`src/rtl/walk_voice_bank.sv`:
```
// Bank of CHANNELS gated voices (LFO-modulated square x ASR envelope) mixed to one
// saturated signed sample. Every register advances only on audio_clk_en ticks.
//   state   | meaning
//   IDLE    | silent, env=0, waiting for enable
//   ATTACK  | env rising by ATTACK_STEP toward full scale
//   SUSTAIN | env held at full scale while enabled
//   RELEASE | env falling by RELEASE_STEP toward zero
module walk_voice_bank #(
  parameter int CHANNELS     = 2,
  parameter int WIDTH        = 16,
  parameter int LEVEL        = 6826,
  parameter int BASE_INC     = 262144,
  parameter int LFO_STEP     = 64,
  parameter int DEPTH_SHIFT  = 4,
  parameter int ATTACK_STEP  = 512,
  parameter int RELEASE_STEP = 128,
  parameter int MIX_SHIFT    = 0
) (
  input  logic                    clk,
  input  logic                    I_RST,
  input  logic                    audio_clk_en,
  input  logic [CHANNELS-1:0]     enable,
  output logic signed [WIDTH-1:0] out,
  output logic [CHANNELS-1:0]     active
);
  localparam int SW = WIDTH + 4;
  localparam logic [14:0]          ENV_MAX    = 15'h7fff;
  localparam logic signed [16:0]   LEVEL_S    = 17'(LEVEL);
  localparam logic signed [17:0]   LFO_STEP_S = 18'(LFO_STEP);
  localparam logic signed [17:0]   LFO_MAX    = 18'sd32767;
  localparam logic signed [17:0]   LFO_MIN    = -18'sd32767;
  localparam logic signed [25:0]   BASE_S     = 26'(BASE_INC);
  localparam logic signed [SW-1:0] SAT_HI     = {5'b00000, {(WIDTH-1){1'b1}}};
  localparam logic signed [SW-1:0] SAT_LO     = {5'b11111, {(WIDTH-1){1'b0}}};

  typedef enum logic [1:0] {IDLE, ATTACK, SUSTAIN, RELEASE} state_t;

  state_t             state    [CHANNELS];
  logic [14:0]        env      [CHANNELS];
  logic signed [15:0] lfo      [CHANNELS];
  logic               lfo_down [CHANNELS];
  logic [23:0]        phase    [CHANNELS];

  logic [15:0]        env_add      [CHANNELS];
  logic [14:0]        env_up       [CHANNELS];
  logic [14:0]        env_dn       [CHANNELS];
  logic signed [17:0] lfo_sum      [CHANNELS];
  logic signed [15:0] lfo_nxt      [CHANNELS];
  logic               lfo_down_nxt [CHANNELS];
  logic signed [25:0] inc_s        [CHANNELS];
  logic [23:0]        phase_inc    [CHANNELS];
  logic signed [16:0] sq           [CHANNELS];
  logic signed [31:0] prod         [CHANNELS];
  logic signed [15:0] voice_smp    [CHANNELS];

  logic signed [SW-1:0]    mix_sum;
  logic signed [SW-1:0]    mix_shr;
  logic signed [WIDTH-1:0] mix_sat;

  always_comb begin
    for (int i = 0; i < CHANNELS; i++) begin
      env_add[i] = {1'b0, env[i]} + 16'(ATTACK_STEP);
      env_up[i]  = (env_add[i] >= {1'b0, ENV_MAX}) ? ENV_MAX : env_add[i][14:0];
      env_dn[i]  = (env[i] <= 15'(RELEASE_STEP)) ? 15'd0 : env[i] - 15'(RELEASE_STEP);

      // Triangle LFO folds at +/-32767 rather than wrapping.
      lfo_nxt[i]      = lfo[i];
      lfo_down_nxt[i] = lfo_down[i];
      if (!lfo_down[i]) begin
        lfo_sum[i] = 18'(lfo[i]) + LFO_STEP_S;
        if (lfo_sum[i] >= LFO_MAX) begin
          lfo_nxt[i]      = 16'sd32767;
          lfo_down_nxt[i] = 1'b1;
        end else begin
          lfo_nxt[i] = lfo_sum[i][15:0];
        end
      end else begin
        lfo_sum[i] = 18'(lfo[i]) - LFO_STEP_S;
        if (lfo_sum[i] <= LFO_MIN) begin
          lfo_nxt[i]      = -16'sd32767;
          lfo_down_nxt[i] = 1'b0;
        end else begin
          lfo_nxt[i] = lfo_sum[i][15:0];
        end
      end

      inc_s[i]     = BASE_S + 26'(lfo[i] >>> DEPTH_SHIFT);
      phase_inc[i] = (inc_s[i] < 26'sd1) ? 24'd1 : inc_s[i][23:0];

      sq[i]        = phase[i][23] ? -LEVEL_S : LEVEL_S;
      prod[i]      = 32'(sq[i]) * 32'($signed({1'b0, env[i]}));
      voice_smp[i] = 16'(prod[i] >>> 15);
    end
  end

  always_comb begin
    mix_sum = '0;
    for (int i = 0; i < CHANNELS; i++) begin
      mix_sum = mix_sum + SW'(voice_smp[i]);
    end
    mix_shr = mix_sum >>> MIX_SHIFT;
    if (mix_shr > SAT_HI)      mix_sat = SAT_HI[WIDTH-1:0];
    else if (mix_shr < SAT_LO) mix_sat = SAT_LO[WIDTH-1:0];
    else                       mix_sat = mix_shr[WIDTH-1:0];
  end

  always_ff @(posedge clk) begin
    if (I_RST) begin
      out    <= '0;
      active <= '0;
      for (int i = 0; i < CHANNELS; i++) begin
        state[i]    <= IDLE;
        env[i]      <= '0;
        lfo[i]      <= '0;
        lfo_down[i] <= 1'b0;
        phase[i]    <= '0;
      end
    end else if (audio_clk_en) begin
      out <= mix_sat;
      for (int i = 0; i < CHANNELS; i++) begin
        active[i] <= (state[i] != IDLE);
        if (state[i] != IDLE) begin
          lfo[i]      <= lfo_nxt[i];
          lfo_down[i] <= lfo_down_nxt[i];
          phase[i]    <= phase[i] + phase_inc[i];
        end
        case (state[i])
          IDLE: begin
            env[i] <= '0;
            if (enable[i]) begin
              state[i]    <= ATTACK;
              lfo[i]      <= '0;
              lfo_down[i] <= 1'b0;
              phase[i]    <= '0;
            end
          end
          ATTACK: begin
            if (!enable[i]) begin
              state[i] <= RELEASE;
            end else begin
              env[i] <= env_up[i];
              if (env_up[i] == ENV_MAX) state[i] <= SUSTAIN;
            end
          end
          SUSTAIN: begin
            if (!enable[i]) state[i] <= RELEASE;
          end
          RELEASE: begin
            // Retrigger resumes the attack from the current level; no click to zero.
            if (enable[i]) begin
              state[i] <= ATTACK;
            end else begin
              env[i] <= env_dn[i];
              if (env_dn[i] == 15'd0) state[i] <= IDLE;
            end
          end
          default: state[i] <= IDLE;
        endcase
      end
    end
  end
endmodule

```
`config.mk`:
```
export PLATFORM = sky130hd
export DESIGN_NAME = walk_voice_bank
export DESIGN_NICKNAME = d
export VERILOG_FILES = /design/src/rtl/walk_voice_bank.sv
export SDC_FILE = /design/constraint.sdc
export NUM_CORES = 1
export LEC_CHECK = 0
export CORE_MARGIN = 10
export CORE_UTILIZATION = 58
export DETAILED_ROUTE_END_ITERATION = 10
export GPL_TIMING_DRIVEN = 0
export PLACE_DENSITY_LB_ADDON = 0.1
export SLEW_MARGIN = 15
export SYNTH_ARGS = -nofsm -noshare
export SYNTH_HDL_FRONTEND = slang
export SYNTH_SLANG_ARGS = --single-unit
```
`constraint.sdc`:
```
create_clock -name clk -period 9.2 [get_ports clk]
set_input_delay 2.76 -clock clk [delete_from_list [all_inputs] [get_ports clk]]
set_output_delay 2.76 -clock clk [all_outputs]
set_load 0.01 [all_outputs]
```
Word level (Yosys, flattened, before mapping)
Memories as Yosys holds them, arrays and structs flattened.
Index checks and enable logic that the tools add are counted.
{"block": "totals", "ff_bits": 18, "latch_bits": 0, "ram_bits": 116, "romBits": 0, "in_bits": 5, "out_inout_bits": 18, "elab_cells": 224, "n_memories": 5}
{"name": "phase", "depth": 2, "word_bits": 24, "rd": 2, "rd_clocked_by_memory_dff": 0, "wr": 2, "line_no": "42", "source": "logic [23:0] phase [CHANNELS];"}
{"name": "lfo", "depth": 2, "word_bits": 16, "rd": 2, "rd_clocked_by_memory_dff": 0, "wr": 2, "line_no": "40", "source": "logic signed [15:0] lfo [CHANNELS];"}
{"name": "env", "depth": 2, "word_bits": 15, "rd": 2, "rd_clocked_by_memory_dff": 0, "wr": 2, "line_no": "39", "source": "logic [14:0] env [CHANNELS];"}
{"name": "state", "depth": 2, "word_bits": 2, "rd": 2, "rd_clocked_by_memory_dff": 0, "wr": 2, "line_no": "38", "source": "state_t state [CHANNELS];"}
{"name": "lfo_down", "depth": 2, "word_bits": 1, "rd": 2, "rd_clocked_by_memory_dff": 0, "wr": 2, "line_no": "41", "source": "logic lfo_down [CHANNELS];"}
{"block": "classes", "n_addsub": 13, "n_mul": 2, "div": 0, "order_cmp": 12, "n_eq_ne": 8, "n_shift": 0, "mux": 146, "n_bitwise": 30, "n_reduce_logical": 6}
{"operator": "two-way mux 16 bit", "count": 12}
{"operator": "two-way mux 15 bit", "count": 10}
{"operator": "two-way mux 24 bit", "count": 6}
{"operator": "two-way mux 1 bit", "count": 104}
{"operator": "multiplier 17 x 16 -> 31 bit", "count": 2}
{"operator": "adder 24 bit", "count": 2}
{"operator": "adder 20 x 12 -> 21 bit (first input constant)", "count": 2}
{"operator": "less-than comparator 21 x 2 -> 1 bit (second input constant)", "count": 2}
{"operator": "adder 16 x 8 -> 17 bit (second input constant)", "count": 2}
{"operator": "greater-or-equal comparator 17 x 16 -> 1 bit (second input constant)", "count": 2}
{"operator": "<= comparator 17 x 16 -> 1 bit (second input constant)", "count": 2}
{"operator": "two-way mux 17 bit", "count": 2}
{"operator": "subtractor 16 x 8 -> 17 bit (second input constant)", "count": 2}
{"operator": "adder 15 x 10 -> 16 bit (second input constant)", "count": 2}
{"operator": "greater-or-equal comparator 16 x 15 -> 1 bit (second input constant)", "count": 2}
{"operator": "== test 15 bit (second input constant)", "count": 2}
{"operator": "<= comparator 15 x 8 -> 1 bit (second input constant)", "count": 2}
{"operator": "zero test 15 bit", "count": 2}
{"operator": "bitwise OR 1 bit", "count": 30}
{"operator": "subtractor 15 x 8 -> 15 bit (second input constant)", "count": 2}
{"operator": "two-way mux 2 bit", "count": 12}
{"operator": "adder 16 x 16 -> 17 bit", "count": 1}
{"operator": "> comparator 17 x 16 -> 1 bit (second input constant)", "count": 1}
{"operator": "less-than comparator 17 x 16 -> 1 bit (second input constant)", "count": 1}
{"operator": "4 further kinds", "count": 10}

Logic depth before layout (Yosys ltp)
{"block": "logic_depth", "ltp_word": 14, "ltp_mapped": 37, "ltp_nobuf": 35}

Worst setup path after synthesis
OpenSTA, ideal clock, no wires.
{"block": "synth_timing", "path_type": "register -> register", "start": "memory phase[1][23]", "end": "register out[12]", "setup_time_ns": 0.091, "t_arrival_ns": 8.570, "required_time_ns": 9.109, "setup_slack_ns": 0.540, "stages_incl_launch_ff": 36, "n_path_buf": 4, "synth_period_minus_slack_ns": 8.660, "cell_sequence": "dfxtp_1 clkbuf_1 clkbuf_1 clkbuf_1 nor2_1 fa_1 inv_1 fa_1 inv_1 fa_1 fa_1 fa_1 inv_1 fa_1 inv_1 ha_1 nand4_1 nor2_1 nand2_1 nor2_1 a2111oi_2 a21bo_2 a21boi_0 o2111ai_1 nand3_1 ha_1 or4_1 or3_1 o21ai_2 a211oi_2 or3_1 a21oi_2 xnor2_1 clkbuf_1 o21ai_0 a311oi_1"}
{"element": "start: declaration", "line_no": "42"}
{"element": "end signal: assignment", "line_no": "119", "source": "out <= mix_sat;"}
{"element": "end: declaration", "line_no": "23", "source": "output logic signed [WIDTH-1:0] out,"}

==> flow_summary.json <==
{
  "outcome": "finished, final reports clean",
  "r2r-start": "phase[0][23]",
  "core_sq_um": 36700,
  "synthCells": 2437,
  "synth-compound-area-share_pct": 13.1,
  "cp-startpoint": "phase[0][23]",
  "cp_common_cell": "fa_1",
  "synth_seq_area_share_pct": 15.0,
  "die_width_um": 213,
  "drt-vias-per-instance": 5.61,
  "ant_nets": 0,
  "crit_required_ps": 9560,
  "cts_num_sinks": 126,
  "slew-limit-headroom_pct": 41.0,
  "async_flop_share_pct": 0,
  "start_kind": "flop",
  "cts.path.max_buffers": 2,
  "reg2reg_to": "out[13]",
  "critPathCaptureType": "flop",
  "clock.fmax_ghz": 0.112,
  "synth_edf_count": 71,
  "synthAdderAreaFrac_pct": 42.6,
  "ios": 23,
  "vias": 16700,
  "yosysTopAreaCellShare_pct": 28.1,
  "worstSetupPathType": "reg -> reg",
  "ys.warnings.count": 0,
  "synth_area_leaders": "fa_1 (28%), ha_1 (14%), edfxtp_1 (9.9%), inv_1 (8.9%), dfxtp_1 (5.1%)",
  "routed_wl_mm": 49.3,
  "worst_r2r_path_depth": 30,
  "synthSimpleGateAreaFrac_pct": 12.9,
  "grt_pass1_wl_mm": 82.8,
  "grt_pass1_vias": 17100,
  "placed_area_sq_um": 22400,
  "gp_congestion": 0.941,
  "grt_overflow": 0,
  "drt_iter0_markers": 1207,
  "holdWs_ps": 464,
  "synth.distinct_cells": 75,
  "finalSetupViolations": 0,
  "ys_ff_latch": 126,
  "critPathArrivalTime_ps": 9290,
  "dr.pass1.iters": 5,
  "cp-endpoint": "out[13]",
  "die-area_sq_um": 45300,
  "drc": 0,
  "ys.flop_type": "edfxtp_1",
  "clk_pin_slew_ps": 60,
  "wl_per_cell_um": 16.6,
  "layout-drive-gt1-share_pct": 5.18,
  "reg2reg_slack_ps": 260,
  "holdCritPathClass": "reg -> reg",
  "synth_mux_area_share_pct": 0.244,
  "fillers": 3225,
  "syn-mean-instance-area_sq_um": 8.85,
  "cts_tree": "yes",
  "gr-usage-all-layers_pct": 22.6,
  "fin_crit_sh_pct": 97.1,
  "design_area_sq_um": 23400,
  "layout_min_cycle_time_ps": 8940,
  "cts_buffers": 17,
  "worst_pin_slew_ps": 883,
  "synthXorXnorAreaFrac_pct": 5.52,
  "area_delta_synth_final_pct": 8.28,
  "grt_max_degree": 22,
  "critPathMaxFanout": 10,
  "finalHoldViolCount": 0,
  "antenna_found_initial": 0,
  "diodes": 0,
  "synth_top_family_by_area": "adder cells",
  "port_buffers": 20,
  "clock_latency_ps": 460,
  "htreeDepth": 4,
  "yosys.area.top_type": "fa_1",
  "dpl.hpwl_mm": 40.8,
  "multi_input_comb_area_sq_um": 16200,
  "rows": 70,
  "report.final.slew_viol_count": 0,
  "die_h_um": 213,
  "syn_area_sq_um": 21600,
  "critical_path.max_stage_delay_ps": 670,
  "utilization_pct": 63.7,
  "initial_core_util_pct": 58.8,
  "ctsRootBufferMaster": "clkbuf_16",
  "fin_skew_ps": 21.9,
  "nets": 3051,
  "seqCellArea_sq_um": 3230,
  "slowest_stage": "fa_1",
  "drv_cap": 0
}
==> synthesized netlist by cell type, types with 11 or more instances <==
library cell	instances
dfxtp_1	55
and2_1	24
a21o_1	47
edfxtp_1	71
o21ai_0	114
clkbuf_1	85
and3_1	24
a211oi_1	13
nand2_1	138
a21oi_1	88
a22oi_1	19
nand3_1	44
nand2b_1	16
nor3_1	33
or2_2	12
o21a_1	13
nand4_1	23
fa_1	303
xnor2_1	92
nor2_1	179
o31ai_1	12
xor2_1	44
o21bai_1	15
or3_1	18
a311oi_1	14
inv_1	509
or4_1	11
nor2b_1	25
a31oi_1	17
ha_1	248
==> metrics by stage <==
step | setup WS [ps] | instances | setup TNS, ps
final | 264 | 2976 | 0
after global routing | -36.7 | 2976 | -85.6
after CTS | -8.86 | 2963 | -19.1
after detailed placement | -1160 | 2928 | -14980
after global placement | -1020 | 2927 | -12670
after floorplan | 540 | 2439 | 0
==> logic make-up after synthesis <==
kind of cell	Yosys count
compound gates	433
simple gates	579
other cells	2
flops	126
xor+xnor	136
mux	5
buf+inv	602
fa+ha+maj	554
==> worst min-delay path by stage <==
stage,startpoint,to,slack (ps),cells after the start
6_report,phase[1][18],phase[1][18],460,2
2_1_floorplan,phase[1][10],phase[1][10],430,2
3_5_place_dp,phase[1][10],phase[1][10],450,2
5_1_grt,phase[1][16],phase[1][16],500,2
3_3_place_gp,phase[1][18],phase[1][18],440,2
4_1_cts,phase[1][17],phase[1][17],470,2
==> critical path, delay by kind of cell (launching register included) <==
family / cells / cell delay [ps]
flops: 1 / 520
compound gates: 8 / 1410
xor+xnor: 2 / 330
fa+ha+maj: 8 / 3940
buf+inv: 6 / 930
simple gates: 6 / 1690
==> metal layers <==
layer	GRT usage [%]	wire length (um)	vias to the layer above
met2	37.2	23200	377
met5	0	0	-
met1	30.4	22400	8189
met3	3.75	2790	47
li1	-	-	8095
met4	5.64	835	0
==> cells in the final DEF, fill, tap and decap left out, types with 19 or more instances in the layout <==
cell	instances
nor3_1	33
a21o_1	47
nand4_1	23
nor2b_1	25
fa_1	303
xor2_1	44
dfxtp_1	54
and2_1	24
inv_1	508
a21oi_1	88
ha_1	245
o21ai_0	114
xnor2_1	91
clkdlybuf4s50_1	20
nand2_1	136
buf_4	22
clkbuf_1	69
nand3_1	44
edfxtp_1	71
a22oi_1	19
nor2_1	176
and3_1	24
==> flip-flops by register name (all words and copies together) (netlist names) <==
| name | cells |
|---|---|
| active | 2 |
| env | 30 |
| lfo | 24 |
| lfo_down | 2 |
| out | 16 |
| phase | 48 |
| state | 4 |
==> area by class of cell <==
class | count | area share [%]
repair buffers | 42 | 1.68
multi-input cells | 1711 | 69.5
clock buffers | 18 | 1.93
flip-flops and latches | 126 | 13.8
plain buffers | 88 | 1.64
well taps | 468 | 2.51
clock inverters | 14 | 0.718
inverters | 509 | 8.19
==> timing repair <==
item	CTS	global route
cloned	1	0
gates resized for setup	18	48
endpoints found under the setup margin	16	16
pin swaps	1	6
endpoints found under the hold margin	0	0
hold buffers	0	0
setup buffers	3	17
Power is not shown: default switching activity piles up to over one toggle a cycle in this logic, so the estimate is an artifact.
